File: src/rtl/controle_multiciclo_if.sv
// Control bundle between the multicycle MIPS controller and its datapath/memory.
// master = controller side, slave = datapath/memory side.
interface controle_multiciclo_if;
  logic [5:0] op;
  logic [5:0] funct;
  logic       zero;
  logic       mem_ready;
  logic       mem_req;
  logic       mem_write;
  logic       iord;
  logic       ir_write;
  logic       reg_write;
  logic       reg_dst;
  logic       mem_to_reg;
  logic       alu_src_a;
  logic [1:0] alu_src_b;
  logic [1:0] pc_src;
  logic       pc_en;
  logic [2:0] ula_control;
  logic       illegal;
  logic [3:0] state_o;

  modport master (
    input  op, funct, zero, mem_ready,
    output mem_req, mem_write, iord, ir_write, reg_write, reg_dst, mem_to_reg,
           alu_src_a, alu_src_b, pc_src, pc_en, ula_control, illegal, state_o
  );

  modport slave (
    output op, funct, zero, mem_ready,
    input  mem_req, mem_write, iord, ir_write, reg_write, reg_dst, mem_to_reg,
           alu_src_a, alu_src_b, pc_src, pc_en, ula_control, illegal, state_o
  );
endinterface

File: src/rtl/controle_multiciclo.sv
// Multicycle MIPS control FSM; outputs decode from state, FETCH/MEMREAD/MEMWRITE hold until mem_ready.
// Optional BNE_EN macro adds BNE (op 000101) through the BRANCH state with inverted zero.
module controle_multiciclo (
  input  logic                    clk,
  input  logic                    rst,
  controle_multiciclo_if.master   bus
);

  typedef enum logic [3:0] {
    S_IDLE     = 4'd0,
    S_FETCH    = 4'd1,
    S_DECODE   = 4'd2,
    S_MEMADR   = 4'd3,
    S_MEMREAD  = 4'd4,
    S_MEMWB    = 4'd5,
    S_MEMWRITE = 4'd6,
    S_EXECUTE  = 4'd7,
    S_ALUWB    = 4'd8,
    S_BRANCH   = 4'd9,
    S_ADDIEX   = 4'd10,
    S_ADDIWB   = 4'd11,
    S_JUMP     = 4'd12,
    S_TRAP     = 4'd15
  } state_t;

  localparam logic [5:0] OP_RTYPE = 6'b000000;
  localparam logic [5:0] OP_LW    = 6'b100011;
  localparam logic [5:0] OP_SW    = 6'b101011;
  localparam logic [5:0] OP_BEQ   = 6'b000100;
  localparam logic [5:0] OP_BNE   = 6'b000101;
  localparam logic [5:0] OP_ADDI  = 6'b001000;
  localparam logic [5:0] OP_J     = 6'b000010;

  localparam logic [2:0] ULA_ADD = 3'b010;
  localparam logic [2:0] ULA_SUB = 3'b110;
  localparam logic [2:0] ULA_AND = 3'b000;
  localparam logic [2:0] ULA_OR  = 3'b001;
  localparam logic [2:0] ULA_SLT = 3'b111;

  state_t     r_state;
  state_t     w_next;
  logic       w_funct_legal;
  logic [2:0] w_funct_ula;
  logic       w_branch_take;

  logic       w_mem_req;
  logic       w_mem_write;
  logic       w_iord;
  logic       w_ir_write;
  logic       w_reg_write;
  logic       w_reg_dst;
  logic       w_mem_to_reg;
  logic       w_alu_src_a;
  logic [1:0] w_alu_src_b;
  logic [1:0] w_pc_src;
  logic       w_pc_en;
  logic [2:0] w_ula;
  logic       w_illegal;

  always_ff @(posedge clk) begin
    if (rst) r_state <= S_IDLE;
    else     r_state <= w_next;
  end

  always_comb begin
    w_funct_legal = 1'b1;
    w_funct_ula   = ULA_ADD;
    case (bus.funct)
      6'b100000: w_funct_ula = ULA_ADD;
      6'b100010: w_funct_ula = ULA_SUB;
      6'b100100: w_funct_ula = ULA_AND;
      6'b100101: w_funct_ula = ULA_OR;
      6'b101010: w_funct_ula = ULA_SLT;
      default:   w_funct_legal = 1'b0;
    endcase
  end

  // BNE shares the BRANCH state; only the sense of zero flips.
`ifdef BNE_EN
  assign w_branch_take = bus.zero ^ (bus.op == OP_BNE);
`else
  assign w_branch_take = bus.zero;
`endif

  always_comb begin
    w_next       = S_IDLE;
    w_mem_req    = 1'b0;
    w_mem_write  = 1'b0;
    w_iord       = 1'b0;
    w_ir_write   = 1'b0;
    w_reg_write  = 1'b0;
    w_reg_dst    = 1'b0;
    w_mem_to_reg = 1'b0;
    w_alu_src_a  = 1'b0;
    w_alu_src_b  = 2'b00;
    w_pc_src     = 2'b00;
    w_pc_en      = 1'b0;
    w_ula        = ULA_ADD;
    w_illegal    = 1'b0;
    case (r_state)
      S_IDLE: begin
        w_ula  = 3'b000;
        w_next = S_FETCH;
      end
      S_FETCH: begin
        w_mem_req   = 1'b1;
        w_alu_src_b = 2'b01;
        // IR load and PC+4 only in the completing cycle, so PC advances once per fetch.
        w_ir_write  = bus.mem_ready;
        w_pc_en     = bus.mem_ready;
        w_next      = bus.mem_ready ? S_DECODE : S_FETCH;
      end
      S_DECODE: begin
        w_alu_src_b = 2'b11;
        case (bus.op)
          OP_LW, OP_SW: w_next = S_MEMADR;
          OP_RTYPE:     w_next = w_funct_legal ? S_EXECUTE : S_TRAP;
          OP_BEQ:       w_next = S_BRANCH;
`ifdef BNE_EN
          OP_BNE:       w_next = S_BRANCH;
`endif
          OP_ADDI:      w_next = S_ADDIEX;
          OP_J:         w_next = S_JUMP;
          default:      w_next = S_TRAP;
        endcase
      end
      S_MEMADR: begin
        w_alu_src_a = 1'b1;
        w_alu_src_b = 2'b10;
        w_next      = (bus.op == OP_LW) ? S_MEMREAD : S_MEMWRITE;
      end
      S_MEMREAD: begin
        w_mem_req = 1'b1;
        w_iord    = 1'b1;
        w_next    = bus.mem_ready ? S_MEMWB : S_MEMREAD;
      end
      S_MEMWB: begin
        w_reg_write  = 1'b1;
        w_mem_to_reg = 1'b1;
        w_next       = S_FETCH;
      end
      S_MEMWRITE: begin
        w_mem_req   = 1'b1;
        w_mem_write = 1'b1;
        w_iord      = 1'b1;
        w_next      = bus.mem_ready ? S_FETCH : S_MEMWRITE;
      end
      S_EXECUTE: begin
        w_alu_src_a = 1'b1;
        w_ula       = w_funct_ula;
        w_next      = S_ALUWB;
      end
      S_ALUWB: begin
        w_reg_write = 1'b1;
        w_reg_dst   = 1'b1;
        w_next      = S_FETCH;
      end
      S_BRANCH: begin
        w_alu_src_a = 1'b1;
        w_ula       = ULA_SUB;
        w_pc_src    = 2'b01;
        w_pc_en     = w_branch_take;
        w_next      = S_FETCH;
      end
      S_ADDIEX: begin
        w_alu_src_a = 1'b1;
        w_alu_src_b = 2'b10;
        w_next      = S_ADDIWB;
      end
      S_ADDIWB: begin
        w_reg_write = 1'b1;
        w_next      = S_FETCH;
      end
      S_JUMP: begin
        w_pc_src = 2'b10;
        w_pc_en  = 1'b1;
        w_next   = S_FETCH;
      end
      S_TRAP: begin
        w_illegal = 1'b1;
        w_next    = S_TRAP;
      end
      default: begin
        w_ula  = 3'b000;
        w_next = S_IDLE;
      end
    endcase
  end

  assign bus.mem_req     = w_mem_req;
  assign bus.mem_write   = w_mem_write;
  assign bus.iord        = w_iord;
  assign bus.ir_write    = w_ir_write;
  assign bus.reg_write   = w_reg_write;
  assign bus.reg_dst     = w_reg_dst;
  assign bus.mem_to_reg  = w_mem_to_reg;
  assign bus.alu_src_a   = w_alu_src_a;
  assign bus.alu_src_b   = w_alu_src_b;
  assign bus.pc_src      = w_pc_src;
  assign bus.pc_en       = w_pc_en;
  assign bus.ula_control = w_ula;
  assign bus.illegal     = w_illegal;
  assign bus.state_o     = r_state;

endmodule

File: src/flat_wrapper.sv
// flat-port wrapper written by rule: the top's interface ports become plain ports
module controle_multiciclo_flat 
  (clk, rst, bus_op, bus_funct, bus_zero, bus_mem_ready, bus_mem_req, bus_mem_write, bus_iord, bus_ir_write, bus_reg_write, bus_reg_dst, bus_mem_to_reg, bus_alu_src_a, bus_alu_src_b, bus_pc_src, bus_pc_en, bus_ula_control, bus_illegal, bus_state_o);
  controle_multiciclo_if bus_i ();
  input  logic clk;
  input  logic rst;
  input wire logic [$bits(bus_i.op)-1:0] bus_op;
  input wire logic [$bits(bus_i.funct)-1:0] bus_funct;
  input wire logic [$bits(bus_i.zero)-1:0] bus_zero;
  input wire logic [$bits(bus_i.mem_ready)-1:0] bus_mem_ready;
  output wire logic [$bits(bus_i.mem_req)-1:0] bus_mem_req;
  output wire logic [$bits(bus_i.mem_write)-1:0] bus_mem_write;
  output wire logic [$bits(bus_i.iord)-1:0] bus_iord;
  output wire logic [$bits(bus_i.ir_write)-1:0] bus_ir_write;
  output wire logic [$bits(bus_i.reg_write)-1:0] bus_reg_write;
  output wire logic [$bits(bus_i.reg_dst)-1:0] bus_reg_dst;
  output wire logic [$bits(bus_i.mem_to_reg)-1:0] bus_mem_to_reg;
  output wire logic [$bits(bus_i.alu_src_a)-1:0] bus_alu_src_a;
  output wire logic [$bits(bus_i.alu_src_b)-1:0] bus_alu_src_b;
  output wire logic [$bits(bus_i.pc_src)-1:0] bus_pc_src;
  output wire logic [$bits(bus_i.pc_en)-1:0] bus_pc_en;
  output wire logic [$bits(bus_i.ula_control)-1:0] bus_ula_control;
  output wire logic [$bits(bus_i.illegal)-1:0] bus_illegal;
  output wire logic [$bits(bus_i.state_o)-1:0] bus_state_o;
  assign bus_i.op = bus_op;
  assign bus_i.funct = bus_funct;
  assign bus_i.zero = bus_zero;
  assign bus_i.mem_ready = bus_mem_ready;
  assign bus_mem_req = bus_i.mem_req;
  assign bus_mem_write = bus_i.mem_write;
  assign bus_iord = bus_i.iord;
  assign bus_ir_write = bus_i.ir_write;
  assign bus_reg_write = bus_i.reg_write;
  assign bus_reg_dst = bus_i.reg_dst;
  assign bus_mem_to_reg = bus_i.mem_to_reg;
  assign bus_alu_src_a = bus_i.alu_src_a;
  assign bus_alu_src_b = bus_i.alu_src_b;
  assign bus_pc_src = bus_i.pc_src;
  assign bus_pc_en = bus_i.pc_en;
  assign bus_ula_control = bus_i.ula_control;
  assign bus_illegal = bus_i.illegal;
  assign bus_state_o = bus_i.state_o;
  controle_multiciclo u_core (.clk(clk), .rst(rst), .bus(bus_i));
endmodule
File: config.mk
export PLATFORM = sky130hd
export DESIGN_NAME = controle_multiciclo_flat
export DESIGN_NICKNAME = d
export VERILOG_FILES = /design/src/rtl/controle_multiciclo_if.sv /design/src/rtl/controle_multiciclo.sv /design/src/flat_wrapper.sv
export SDC_FILE = /design/constraint.sdc
export NUM_CORES = 1
export LEC_CHECK = 0
export BUFFER_PORTS_ARGS = -buffer_cell sky130_fd_sc_hd__buf_2
export CORE_MARGIN = 3
export CORE_UTILIZATION = 35
export CTS_BUF_LIST = sky130_fd_sc_hd__clkbuf_4 sky130_fd_sc_hd__clkbuf_8 sky130_fd_sc_hd__clkbuf_16
export DETAILED_ROUTE_END_ITERATION = 16
export GPL_TIMING_DRIVEN = 0
export PLACE_DENSITY = 0.72
export SYNTH_ARGS = -nofsm -noshare
export SYNTH_HDL_FRONTEND = slang
export SYNTH_SLANG_ARGS = --single-unit
File: constraint.sdc
create_clock -name clk -period 1.4 [get_ports clk]
set_input_delay 0.28 -clock clk [delete_from_list [all_inputs] [get_ports clk]]
set_output_delay 0.28 -clock clk [all_outputs]
set_load 0.005 [all_outputs]
==> results.ini <==
[timing]
drv_slew=0
rsz0062_at_grt=yes
finalSetupViolations=19
setup_slack_ps=-298.7
period_needed_ps=1699
max_slew.worst_pin.slew_ps=339.4
hold_viol_final=0
fin_crit_sh_pct=121.3
fmaxAchievable_ghz=0.5887
slew_headroom_pct=77.17
clock_skew_ps=9.791
finalSetupTns_ps=-2560

[cells_and_area]
fillers=90
largest_reg_flops=4
final_core_util_pct=79.70
nets=171
drive_above_1_share_pct=68.63
final_cell_mix=buf_2 (35), buf_4 (20), a21oi_1 (6)
final_common_cell=buf_2
antenna_cells=0
syn2layout_area_growth_pct=108.2
design_area_um2=1242

[cts]
htreeDepth=1
ctsRootBufferMaster=clkbuf_4
clock-sinks=4
cts_tree=built
clkTransAtPathRegs_ps=30
clock_latency_ps=240
clockBufferDepth=2
cts_buffers=3

[critical_path]
start_kind=flop
crit_arrival_ps=1420
required_ps=1120
crit_type=flop to output pin
crit_path_max_fanout=8
endpoint_kind=output pin

[synth]
yosysTopAreaCellShare_pct=13.42
syn-cell-area_um2=596.8
synthesis.nets=107
synthesis.instances=91
avgSynthCellArea_um2=6.558
ys_seq_area_share_pct=13.42
ys_warn_count=0
synth_area_leaders=dfxtp_1 (13%), a21oi_1 (8.4%), nor2_1 (5.7%), nand2b_1 (5.2%), nor3_1 (5.0%)
synth_cell_types=33
yosys.area.top_type=dfxtp_1
synth_seq_cells=4

[drt]
via_per_inst=6.568
routed_wl_um=3572
via_count=1110
drt_first_pass_iters=4
drtAntennaViolNets=0
drc=0
wire_per_inst_um=21.14
drt_iter0_markers=69

[grt]
grt_overflow=0
grt_max_degree=11
grt_pass1_wl_um=3995
grt_usage_pct=25.33
antenna_found_initial=0
grt_pass1_vias=903

[flow_run]
max-cap-violations=0

[placed_design]
post-place-ws_ps=-267.1
dp_hpwl_um=1595
port_buffers=36
gp_congestion=0.8764
dpl_cell_area_um2=799.5

[die]
start_util_pct=38.28
die-height_um=47.30
row_count=14
fp.dieW_um=47.30
io_pins=37
core_area_um2=1559
die-area_um2=2237

[power_and_ir_drop]
pwr-share-comb_pct=79.3
intPower_mw=1.027
switching_share_pct=48.58
power.switching_mw=0.9705
total_power_mw=1.998
pwr-share-seq_pct=13.3
power_density_nw_per_um2=1608
p_leak_nw=0.5780
clkPwrFrac_pct=7.4
vdd_drop_max_v=0.001245

[run_status]
outcome=complete, but fails checks
violations=negative setup slack

[hold_path]
min_path_type=input port to flop

[per-stage QoR]
stage	cells	hold WS [ps]
2_1_floorplan	91	349.1
3_3_place_gp	143	474.8
3_5_place_dp	143	476.7
4_1_cts	161	222.7
5_1_grt	169	214.3
6_report	169	230.8
[critical path, cell delays in order (launching register included)]
cell	delay [ps]
dfxtp_4	380
clkbuf_8	160
buf_4	140
nand2_1	110
o41ai_2	90
a21oi_1	160
buf_2	150
[cell families (layout without fill, tap and decap cells)]
family                 Yosys count  count (layout)  synth area share, %
AND/OR/NAND/NOR                 45              45                40.46
AO/OA/AOI/OAI                   28              28                32.29
buffers and inverters            9              71                6.288
XOR/XNOR                         4               4                5.871
flip-flops                       4               4                13.42
multiplexers                     1               1                1.677
[final timing paths]
kind | start | end | slack (ps) | depth (start not counted)
setup / recovery | u_core.bus.state_o[3]$_SDFF_PP0_ | bus_ula_control[1] | -300 | 6
hold / removal | rst | u_core.bus.state_o[2]$_SDFF_PP0_ | 230 | 2
setup reg to reg | u_core.bus.state_o[0]$_SDFF_PP0_ | u_core.bus.state_o[1]$_SDFF_PP0_ | -260 | 9
hold reg to reg | u_core.bus.state_o[2]$_SDFF_PP0_ | u_core.bus.state_o[0]$_SDFF_PP0_ | 680 | 3
[layer usage]
layer  GRT usage, %  vias up  share of wire (%)
li1               -      468                  -
met5              0        -                  0
met2          43.32      101                 47
met3          6.897       27                 11
met4          11.60        0                5.8
met1          28.89      514                 36
[cells in the mapped netlist]
cell type / count
a211o_1: 1
a211oi_1: 2
a21boi_0: 1
a21o_1: 2
a21oi_1: 10
a41oi_2: 1
and3_1: 1
buf_2: 3
clkbuf_1: 2
dfxtp_1: 4
inv_1: 4
mux2i_1: 1
nand2_1: 8
nand2b_1: 5
nand3_1: 3
nand4b_1: 3
nor2_1: 9
nor2b_1: 2
nor3_1: 6
nor3b_1: 2
nor4_1: 4
nor4b_1: 1
o2111ai_1: 1
o211ai_1: 1
o21a_1: 1
o21ai_0: 2
o21bai_1: 1
o22ai_1: 3
o41a_1: 1
o41ai_1: 1
or4_1: 1
xnor2_1: 1
xor2_1: 3
[area by class of cell]
cell class	count	area [um2]	share of cell area [%]
Tap cell	16	20.02	1.611
Multi-Input combinational cell	78	653.1	52.57
Sequential cell	4	95.09	7.654
Clock buffer	3	22.52	1.813
Timing Repair Buffer	59	362.8	29.20
Inverter	4	15.01	1.208
Buffer	5	73.82	5.942
[power groups by stage]
| stage | clock [mW] | sequential (mW) | combinational (mW) |
|---|---|---|---|
| 2_1_floorplan | 0 | 0.204 | 0.521 |
| 3_3_place_gp | 0 | 0.211 | 0.797 |
| 3_5_place_dp | 0 | 0.213 | 0.805 |
| 4_1_cts | 0.149 | 0.242 | 1.19 |
| 5_1_grt | 0.160 | 0.268 | 1.67 |
| 6_report | 0.147 | 0.266 | 1.58 |
[timing repair]
action,in CTS,in global routing
hold buffers,0,0
cloned,0,0
setup buffers,15,9
gates resized for setup,47,22
hold endpoints to repair,0,0
pin swaps,8,9
endpoints found under the setup margin,17,19
Power figures use the tool's default switching activity.
